### src/rtl/fp_pkg.sv
// Shared floating-point definitions for the multiplier and adder back-end stages.
package fp_pkg;

    typedef enum logic [1:0] {
        FP_NORMAL = 2'b00,
        FP_ZERO   = 2'b01,
        FP_INF    = 2'b10,
        FP_NAN    = 2'b11
    } fp_special_e;

    localparam int          FP32_BIAS    = 127;
    localparam int          FP32_EXP_MAX = 255;
    localparam logic [31:0] FP32_QNAN    = 32'hFFFF_FFFF;

    typedef enum logic [2:0] {
        ST_IDLE,
        ST_NORM,
        ST_DENORM,
        ST_ROUND,
        ST_DONE
    } state_e;

endpackage

### src/rtl/fp_mul_norm_round_if.sv
// Upstream product / downstream result handshake bundle for the normalise-round stage.
interface fp_mul_norm_round_if #(parameter int EXP_W = 10);

    logic                    in_valid;
    logic                    in_ready;
    logic                    in_sign;
    logic signed [EXP_W-1:0] in_exp;
    logic [47:0]             in_mant;
    logic [1:0]              in_special;
    logic                    out_valid;
    logic                    out_ready;
    logic [31:0]             out_result;
    logic [2:0]              out_flags;

    modport master (
        output in_valid, in_sign, in_exp, in_mant, in_special, out_ready,
        input  in_ready, out_valid, out_result, out_flags
    );

    modport slave (
        input  in_valid, in_sign, in_exp, in_mant, in_special, out_ready,
        output in_ready, out_valid, out_result, out_flags
    );

endinterface

### src/rtl/fp_round_rne.sv
// Round-to-nearest-even of a 24-bit significand plus guard/sticky; yields the packed
// exponent/fraction field. Shared with the adder back-end.
module fp_round_rne #(
    parameter int EXP_W = 10
) (
    input  logic [24:0]             mant_in,   // {bit46, frac[22:0], guard}
    input  logic                    sticky_in,
    input  logic signed [EXP_W-1:0] exp_in,
    output logic [30:0]             field,
    output logic                    carry,
    output logic                    inexact
);

    logic [23:0]             sig;
    logic                    guard;
    logic                    inc;
    logic [24:0]             sum;
    logic                    lead;
    logic signed [EXP_W-1:0] exp_r;
    logic [7:0]              exp_field;

    always_comb begin
        sig   = mant_in[24:1];
        guard = mant_in[0];
        inc   = guard & (sticky_in | sig[0]);
        sum   = {1'b0, sig} + {24'd0, inc};
        carry = sum[24];
        lead  = carry | sum[23];
        exp_r = carry ? exp_in + EXP_W'(1) : exp_in;
        // A subnormal that rounds up sets bit46 and thereby becomes the smallest normal.
        exp_field = (exp_r == EXP_W'(1) && !lead) ? 8'h00 : exp_r[7:0];
        field     = {exp_field, carry ? 23'd0 : sum[22:0]};
        inexact   = guard | sticky_in;
    end

endmodule

### src/rtl/fp_mul_norm_round.sv
// Iterative normalise / denormalise / RNE-round back-end for the single-precision multiplier.
module fp_mul_norm_round
    import fp_pkg::*;
#(
    parameter int EXP_W      = 10,
    parameter int DENORM_CUT = 26
) (
    input  logic                clk,
    input  logic                rst,
    fp_mul_norm_round_if.slave  bus
);

    localparam logic signed [EXP_W-1:0] EXP_ONE    = EXP_W'(1);
    localparam logic signed [EXP_W-1:0] DENORM_LIM = EXP_W'(1 - DENORM_CUT);
    localparam logic signed [EXP_W-1:0] EXP_OVF    = EXP_W'(FP32_EXP_MAX);

    state_e                  state_q, state_d;
    logic                    sign_q, sign_d;
    logic signed [EXP_W-1:0] exp_q, exp_d;
    logic [47:0]             mant_q, mant_d;
    logic                    sticky_q, sticky_d;
    logic [31:0]             result_q, result_d;
    logic [2:0]              flags_q, flags_d;

    logic [30:0]             rnd_field;
    logic                    rnd_carry;
    logic                    rnd_inexact;
    logic signed [EXP_W-1:0] exp_rnd;

    fp_round_rne #(.EXP_W(EXP_W)) u_round (
        .mant_in   (mant_q[46:22]),
        .sticky_in (sticky_q | (|mant_q[21:0])),
        .exp_in    (exp_q),
        .field     (rnd_field),
        .carry     (rnd_carry),
        .inexact   (rnd_inexact)
    );

    assign exp_rnd = rnd_carry ? exp_q + EXP_ONE : exp_q;

    // NOTE: every *_d gets its *_q value first so no path through the case infers a latch.
    always_comb begin
        state_d  = state_q;
        sign_d   = sign_q;
        exp_d    = exp_q;
        mant_d   = mant_q;
        sticky_d = sticky_q;
        result_d = result_q;
        flags_d  = flags_q;
        case (state_q)
            ST_IDLE: begin
                if (bus.in_valid) begin
                    sign_d   = bus.in_sign;
                    exp_d    = bus.in_exp;
                    mant_d   = bus.in_mant;
                    sticky_d = 1'b0;
                    flags_d  = 3'b000;
                    state_d  = ST_DONE;
                    case (fp_special_e'(bus.in_special))
                        FP_ZERO: result_d = {bus.in_sign, 31'd0};
                        FP_INF:  result_d = {bus.in_sign, 8'hFF, 23'd0};
                        FP_NAN:  result_d = FP32_QNAN;
                        default: state_d  = ST_NORM;
                    endcase
                end
            end
            ST_NORM: begin
                if (mant_q == 48'd0) begin
                    result_d = {sign_q, 31'd0};
                    flags_d  = 3'b000;
                    state_d  = ST_DONE;
                end else if (mant_q[47]) begin
                    mant_d   = mant_q >> 1;
                    sticky_d = sticky_q | mant_q[0];
                    exp_d    = exp_q + EXP_ONE;
                end else if (!mant_q[46] && exp_q > EXP_ONE) begin
                    mant_d = mant_q << 1;
                    exp_d  = exp_q - EXP_ONE;
                end else if (exp_q < EXP_ONE) begin
                    state_d = ST_DENORM;
                end else begin
                    state_d = ST_ROUND;
                end
            end
            ST_DENORM: begin
                // Far below the subnormal range everything collapses into sticky at once.
                if (exp_q < DENORM_LIM) begin
                    sticky_d = sticky_q | (|mant_q);
                    mant_d   = 48'd0;
                    exp_d    = EXP_ONE;
                    state_d  = ST_ROUND;
                end else begin
                    mant_d   = mant_q >> 1;
                    sticky_d = sticky_q | mant_q[0];
                    exp_d    = exp_q + EXP_ONE;
                    if (exp_q + EXP_ONE == EXP_ONE) state_d = ST_ROUND;
                end
            end
            ST_ROUND: begin
                if (exp_rnd >= EXP_OVF) begin
                    result_d = {sign_q, 8'hFF, 23'd0};
                    flags_d  = 3'b101;
                end else begin
                    result_d = {sign_q, rnd_field};
                    flags_d  = {1'b0, rnd_inexact && (rnd_field[30:23] == 8'h00), rnd_inexact};
                end
                state_d = ST_DONE;
            end
            ST_DONE: begin
                if (bus.out_ready) state_d = ST_IDLE;
            end
            default: state_d = ST_IDLE;
        endcase
    end

    // NOTE: sequential state uses non-blocking assignments only; reset is synchronous.
    always_ff @(posedge clk) begin
        if (rst) begin
            state_q  <= ST_IDLE;
            sign_q   <= 1'b0;
            exp_q    <= '0;
            mant_q   <= 48'd0;
            sticky_q <= 1'b0;
            result_q <= 32'd0;
            flags_q  <= 3'b000;
        end else begin
            state_q  <= state_d;
            sign_q   <= sign_d;
            exp_q    <= exp_d;
            mant_q   <= mant_d;
            sticky_q <= sticky_d;
            result_q <= result_d;
            flags_q  <= flags_d;
        end
    end

    assign bus.in_ready   = (state_q == ST_IDLE);
    assign bus.out_valid  = (state_q == ST_DONE);
    assign bus.out_result = result_q;
    assign bus.out_flags  = flags_q;

endmodule
### src/flat_wrapper.sv
// flat-port wrapper written by rule: the top's interface ports become plain ports
module fp_mul_norm_round_flat import fp_pkg::*;
#(
    parameter int EXP_W      = 10,
    parameter int DENORM_CUT = 26
)
  (clk, rst, bus_in_valid, bus_in_sign, bus_in_exp, bus_in_mant, bus_in_special, bus_out_ready, bus_in_ready, bus_out_valid, bus_out_result, bus_out_flags);
  fp_mul_norm_round_if #(.EXP_W(EXP_W)) bus_i ();
  input  logic clk;
  input  logic rst;
  input wire logic [$bits(bus_i.in_valid)-1:0] bus_in_valid;
  input wire logic [$bits(bus_i.in_sign)-1:0] bus_in_sign;
  input wire logic [$bits(bus_i.in_exp)-1:0] bus_in_exp;
  input wire logic [$bits(bus_i.in_mant)-1:0] bus_in_mant;
  input wire logic [$bits(bus_i.in_special)-1:0] bus_in_special;
  input wire logic [$bits(bus_i.out_ready)-1:0] bus_out_ready;
  output wire logic [$bits(bus_i.in_ready)-1:0] bus_in_ready;
  output wire logic [$bits(bus_i.out_valid)-1:0] bus_out_valid;
  output wire logic [$bits(bus_i.out_result)-1:0] bus_out_result;
  output wire logic [$bits(bus_i.out_flags)-1:0] bus_out_flags;
  assign bus_i.in_valid = bus_in_valid;
  assign bus_i.in_sign = bus_in_sign;
  assign bus_i.in_exp = bus_in_exp;
  assign bus_i.in_mant = bus_in_mant;
  assign bus_i.in_special = bus_in_special;
  assign bus_i.out_ready = bus_out_ready;
  assign bus_in_ready = bus_i.in_ready;
  assign bus_out_valid = bus_i.out_valid;
  assign bus_out_result = bus_i.out_result;
  assign bus_out_flags = bus_i.out_flags;
  fp_mul_norm_round #(.EXP_W(EXP_W), .DENORM_CUT(DENORM_CUT)) u_core (.clk(clk), .rst(rst), .bus(bus_i));
endmodule
### config.mk
export PLATFORM = sky130hd
export DESIGN_NAME = fp_mul_norm_round_flat
export DESIGN_NICKNAME = d
export VERILOG_FILES = /design/src/rtl/fp_pkg.sv /design/src/rtl/fp_mul_norm_round_if.sv /design/src/rtl/fp_round_rne.sv /design/src/rtl/fp_mul_norm_round.sv /design/src/flat_wrapper.sv
export SDC_FILE = /design/constraint.sdc
export NUM_CORES = 1
export LEC_CHECK = 0
export BUFFER_PORTS_ARGS = -buffer_cell sky130_fd_sc_hd__buf_2
export CORE_UTILIZATION = 40
export DETAILED_ROUTE_END_ITERATION = 12
export HOLD_SLACK_MARGIN = 0.1
export SETUP_SLACK_MARGIN = 0.3
export SLEW_MARGIN = 20
export SYNTH_ARGS = -nofsm -noshare
export SYNTH_HDL_FRONTEND = slang
export SYNTH_SLANG_ARGS = --single-unit
### constraint.sdc
create_clock -name clk -period 7.25 [get_ports clk]
set_clock_uncertainty 0.05 [all_clocks]
set_input_delay 0.3625 -clock clk [delete_from_list [all_inputs] [get_ports clk]]
set_output_delay 0.3625 -clock clk [all_outputs]
set_load 0.005 [all_outputs]
* After elaboration in Yosys (flattened, before gate mapping)
Index checks and enable logic that the tools add are counted.
** Word-level totals
- Flip-flop bits (word level) :: 98
- Input bits :: 65
- Output and inout bits :: 37
- Logic and storage cells :: 100
** Operators by class
- $add $sub $neg :: 3
- Order comparisons :: 4
- Equality and inequality tests :: 19
- Multiplexer cells :: 39
- Bitwise logic cells :: 7
- Reductions and logical operators :: 20
** Operator list (count)
- $mux 48 :: 4
- $pmux 32 s3 :: 2
- $pmux 48 s3 :: 1
- $mux 32 :: 2
- $mux 10 :: 6
- $logic_not 48->1 :: 1
- $reduce_or 48->1 :: 1
- $mux 47 :: 1
- $mux 3 :: 11
- $mux 31 :: 1
- $pmux 10 s3 :: 1
- $add 24x1->25 :: 1
- $mux 23 :: 1
- $reduce_or 22->1 :: 1
- $eq 10x2->1 const B :: 2
- $pmux 3 s5 :: 1
- $reduce_and 4->1 :: 3
- $add 10x2->10 const B :: 1
- $ge 10x9->1 const B :: 1
- $gt 10x2->1 const B :: 1
- $lt 10x2->1 const B :: 1
- $lt 10x6->1 const B :: 1
- $sub 10x2->10 const B :: 1
- $pmux 3 s3 :: 1
- 25 further kinds :: 45

* Depth between registers and ports, before layout
- Depth after elaboration :: 13
- Mapped depth :: 11
- Depth with buffers taken out :: 8

* Cells and area by module
From an unflattened synthesis, not the netlist that was laid out.
** Second synthesis, totals
- Cells, all modules :: 764
- Area, all modules :: 6140.9 um^2
** Modules (own cells, without submodules)
- fp_mul_norm_round :: times used 1, cells an instance 637, area an instance 5277.6 um^2, sequential area each 1961.9 um^2
- fp_round_rne :: times used 1, cells an instance 127, area an instance 863.3 um^2, sequential area each 0.0 um^2

* Least setup slack after synthesis
OpenSTA, ideal clock, no wires.
- Path type :: register -> register
- From :: register u_core.exp_q[0]
- To :: register u_core.exp_q[5]
- Library setup time :: 0.116 ns
- Arrival time :: 2.672 ns
- Data required time :: 7.084 ns
- Path slack :: 4.412 ns
- Stages on the path, launching flop included :: 11
- Clock period less this slack :: 2.838 ns
- Path through :: dfxtp_1 -> clkbuf_1 -> inv_1 -> ha_1 -> or2_2 -> a311oi_1 -> nor2_1 -> o31ai_4 -> buf_2 -> o21ai_0 -> a31o_2
** On the way
- Word-level cells in the longest chain between the ends :: 5
** RTL lines
- from (decl) :: RTL line fp_mul_norm_round.sv:19 : logic signed [EXP_W-1:0] exp_q, exp_d;
- from (signal assigned) :: RTL line fp_mul_norm_round.sv:129 : exp_q <= exp_d;
- $sub 10x2->10 :: RTL line fp_mul_norm_round.sv:78 : exp_d = exp_q - EXP_ONE;
- $mux 10 :: RTL line fp_mul_norm_round.sv:76 : end else if (!mant_q[46] && exp_q > EXP_ONE) begin
- $mux 10 :: RTL line fp_mul_norm_round.sv:72 : end else if (mant_q[47]) begin
- $mux 10 :: RTL line fp_mul_norm_round.sv:68 : if (mant_q == 48'd0) begin
- $pmux 10 s3 :: RTL line fp_mul_norm_round.sv:50 : case (state_q)
Parallel ways exist; a longest one is shown, timed or not. The select of a mux whose other input is x is not followed.
A chain may end at the register's enable or synchronous reset.

* Final worst setup path
- From :: register u_core.exp_q[0]
- To :: register u_core.mant_q[42]
** On the way
- Word-level cells in the longest chain between the ends :: 4
** RTL lines
- $gt 10x2->1 :: RTL line fp_mul_norm_round.sv:76
- $logic_and 1x1->1 :: RTL line fp_mul_norm_round.sv:76
- $ne 3x1->1 (no source line)
- $reduce_and 4->1 (no source line)
- to (signal assigned) :: RTL line fp_mul_norm_round.sv:130 : mant_q <= mant_d;
- to (decl) :: RTL line fp_mul_norm_round.sv:20 : logic [47:0] mant_q, mant_d;
Parallel ways exist; a longest one is shown, timed or not.

==> impl_metrics.yaml <==
run_status:
  status: "finished, violations left"
  failed_checks: "design-rule violations"
synthesis:
  synth_edf_count: 0
  yosys.area.top_type: "dfxtp_1"
  seq_area_frac_synth_pct: 32.3
  syn_area_per_cell_sq_um: 8.02
  async_flop_share_pct: 0
  yosys.cell_types.count: 70
  yosys_warnings: 0
  ys_top_cells_by_area: "dfxtp_1 (32%), a222oi_1 (7.6%), a211oi_1 (6.3%)"
  synth_ff_type: "dfxtp_1"
  ys_ff_latch: 98
  syn_area_sq_mm: 0.00608
  syn_inst: 758
  synth.top_cell.area_share_pct: 32.3
  syn_nets: 830
critical_path:
  r2r-start: "u_core.exp_q[0]$_SDFFE_PP0P_"
  critPathLaunchType: "register"
  cp_num_buf_inv: 2
  slowest_delay_ns: 0.70
  cp_slowest_cell: "dfxtp_1"
  startpoint: "u_core.exp_q[0]$_SDFFE_PP0P_"
  crit_type: "register to register"
  worst_path_most_repeated_cell: "nor2_1"
  crit_family: "compound AO/OA/AOI/OAI gates"
  crit_fanout: 65
  worst_ep_arrival_time_ns: 4.14
  crit_required_ns: 7.45
  cp_cell_sequence: "inv_1 > ha_1 > or2_2 > a311oi_1 > nor2_1 > o31ai_4 > buf_4 > nor2_1 > a211oi_1"
  cp-end-kind: "register"
drt:
  dr.pass1.iters: 13
  drt_iter0_drc: 1044
  drt_wl_total_microns: 19000
  post-route-drc-count: 7
  wl_per_cell_microns: 19.3
  vias_per_cell: 6.45
  vias: 6332
  ant_nets: 0
clock_network:
  path_clk_slew_ns: 0.07
  cts_root_buf: "clkbuf_16"
  postCtsResizedCells: 0
  htreeDepth: 3
  hold_buffers: 0
  insertion_delay_ns: 0.36
  cts_buffers: 9
  cts_buffer_depth: 2
  cts_setup_buffers: 0
  clock_sink_count: 98
  tritoncts: "yes"
die:
  ios: 102
  coreArea_sq_mm: 0.0147
  die_height_microns: 125
  initial_core_util_pct: 41.3
  row_count: 44
  die_area_sq_mm: 0.0157
  die_w_microns: 125
place:
  place_ws_ns: 3.52
  place_inst: 965
  dp_hpwl_microns: 13200
  port-buffer-count: 101
  place.gp.congestion: 0.906
final_layout:
  diodes: 0
  area_delta_synth_final_pct: 12.6
  drive_gt1_share_pct: 18.3
  finalNonFillerCells: 981
  nFillCells: 1413
  nets: 864
power:
  p_leak_nw: 2.61
  worst_ir_drop_vdd_mv: 0.186
  power.total_mw: 2.33
  p_per_area_mw_per_mm2: 341
flow_run:
  drv_cap: 0
global_routing:
  grt_pass1_wl_microns: 30500
  grt_overflow_total: 0
  grt_pass1_vias: 5676
  antenna_found_initial: 0
  grt_max_degree: 70
  grtUsageTotal_pct: 24.2
timing:
  worstMarginPinSlew_ns: 0.969
  tns_ns: 0
  slew_violations: 0
  slew_headroom_pct: 35.4
  max_freq_ghz: 0.254
  final-setup-viol-count: 0
  rsz0062_at_grt: "false"
  finalCritPeriodShare_pct: 54.3
  setup_slack_ns: 3.31
  hold_violations: 0
  fin_crit_ns: 3.94
worst_hold_path:
  hp-class: "input port to register"
  hold_start: "bus_in_mant[47]"
==> kinds of logic (layout without fill, tap and decap cells) <==
group                    count (synthesis)  after routing  share of synthesized area [%]
multiplexers                             5              5                          0.906
flip-flops                              98             98                           32.3
XOR/XNOR                                32             32                           4.61
adder cells (fa/ha/maj)                  7              7                           1.44
AO/OA/AOI/OAI                          255            255                           31.9
buffers and inverters                  102            141                           7.15
AND/OR/NAND/NOR                        259            259                           21.7
==> synthesized netlist by cell type (all sizes together) (19+ instances only) <==
cell    number
a211oi      52
a21oi       33
a222oi      46
buf         30
clkbuf      56
dfxtp       98
nand2       41
nand3       19
nor2        86
nor3        26
o21ai       35
xnor2       21
==> cell type report <==
type	count	area [sq um]	share of cell area, %
timing repair buffer	109	573	8.38
multi-input combinational	558	3690	54.0
clock inverter	5	67.6	0.988
clock buffer	11	253	3.69
inverter	16	60.1	0.878
sequential	98	1960	28.7
tap	184	230	3.37
==> layer usage <==
metal  vias to the layer above  track usage (%)  part of all wire, %
li1                       3010                -                    -
met1                      2973             34.3                   46
met2                       319             35.5                   43
met3                        30             5.43                  8.7
met4                         0             8.97                  2.1
met5                         -                0                    0
==> final timing paths <==
kind | endpoint | slack [ns] | cells past startpoint
max | u_core.mant_q[42]$_SDFFE_PP0P_ | 3.31 | 9
min | u_core.mant_q[47]$_SDFFE_PP0P_ | 0.22 | 3
max reg2reg | u_core.mant_q[42]$_SDFFE_PP0P_ | 3.31 | 9
min reg2reg | u_core.sign_q$_SDFFE_PP0P_ | 0.42 | 2
==> registers in the layout, summed over array words and instances (netlist names) <==
| register | cells |
|---|---|
| u_core.mant_q | 48 |
| u_core.bus.out_flags | 3 |
| u_core.exp_q | 10 |
| u_core.state_q | 3 |
| u_core.bus.out_result | 32 |
| u_core.sticky_q | 1 |
| u_core.sign_q | 1 |
==> per-stage QoR <==
step | hold slack [ns] | util, % | instance area (sq um)
finish | 0.216 | 46.5 | 6840
global route | 0.224 | 46.5 | 6840
CTS | 0.202 | 46.5 | 6840
detailed placement | 0.408 | 44.3 | 6520
global placement | 0.394 | 44.2 | 6500
floorplan | 0.387 | - | 6080
==> worst register-to-register path, delay by kind of cell (launching register included) <==
kind                     cells  cell delay (ns)
AO/OA/AOI/OAI                3             1.34
buffers and inverters        2             0.79
flip-flops                   1             0.70
AND/OR/NAND/NOR              3             0.66
adder cells (fa/ha/maj)      1             0.31
==> power breakdown <==
part           internal [mW]  switching (mW)  total [mW]
logic                  0.354           0.497       0.850
clock network          0.292           0.226       0.518
registers              0.682           0.284       0.966
total                   1.33            1.01        2.33
==> placed cells by master (no fill, tap or decap), drive strengths merged, types with 19 or more instances in the layout <==
cell type,n
nand3,19
nor2,86
a222oi,46
dfxtp,98
a21oi,33
nor3,26
nand2,41
a211oi,52
buf,109
o21ai,35
xnor2,21
(Power assumes the default switching activity.)
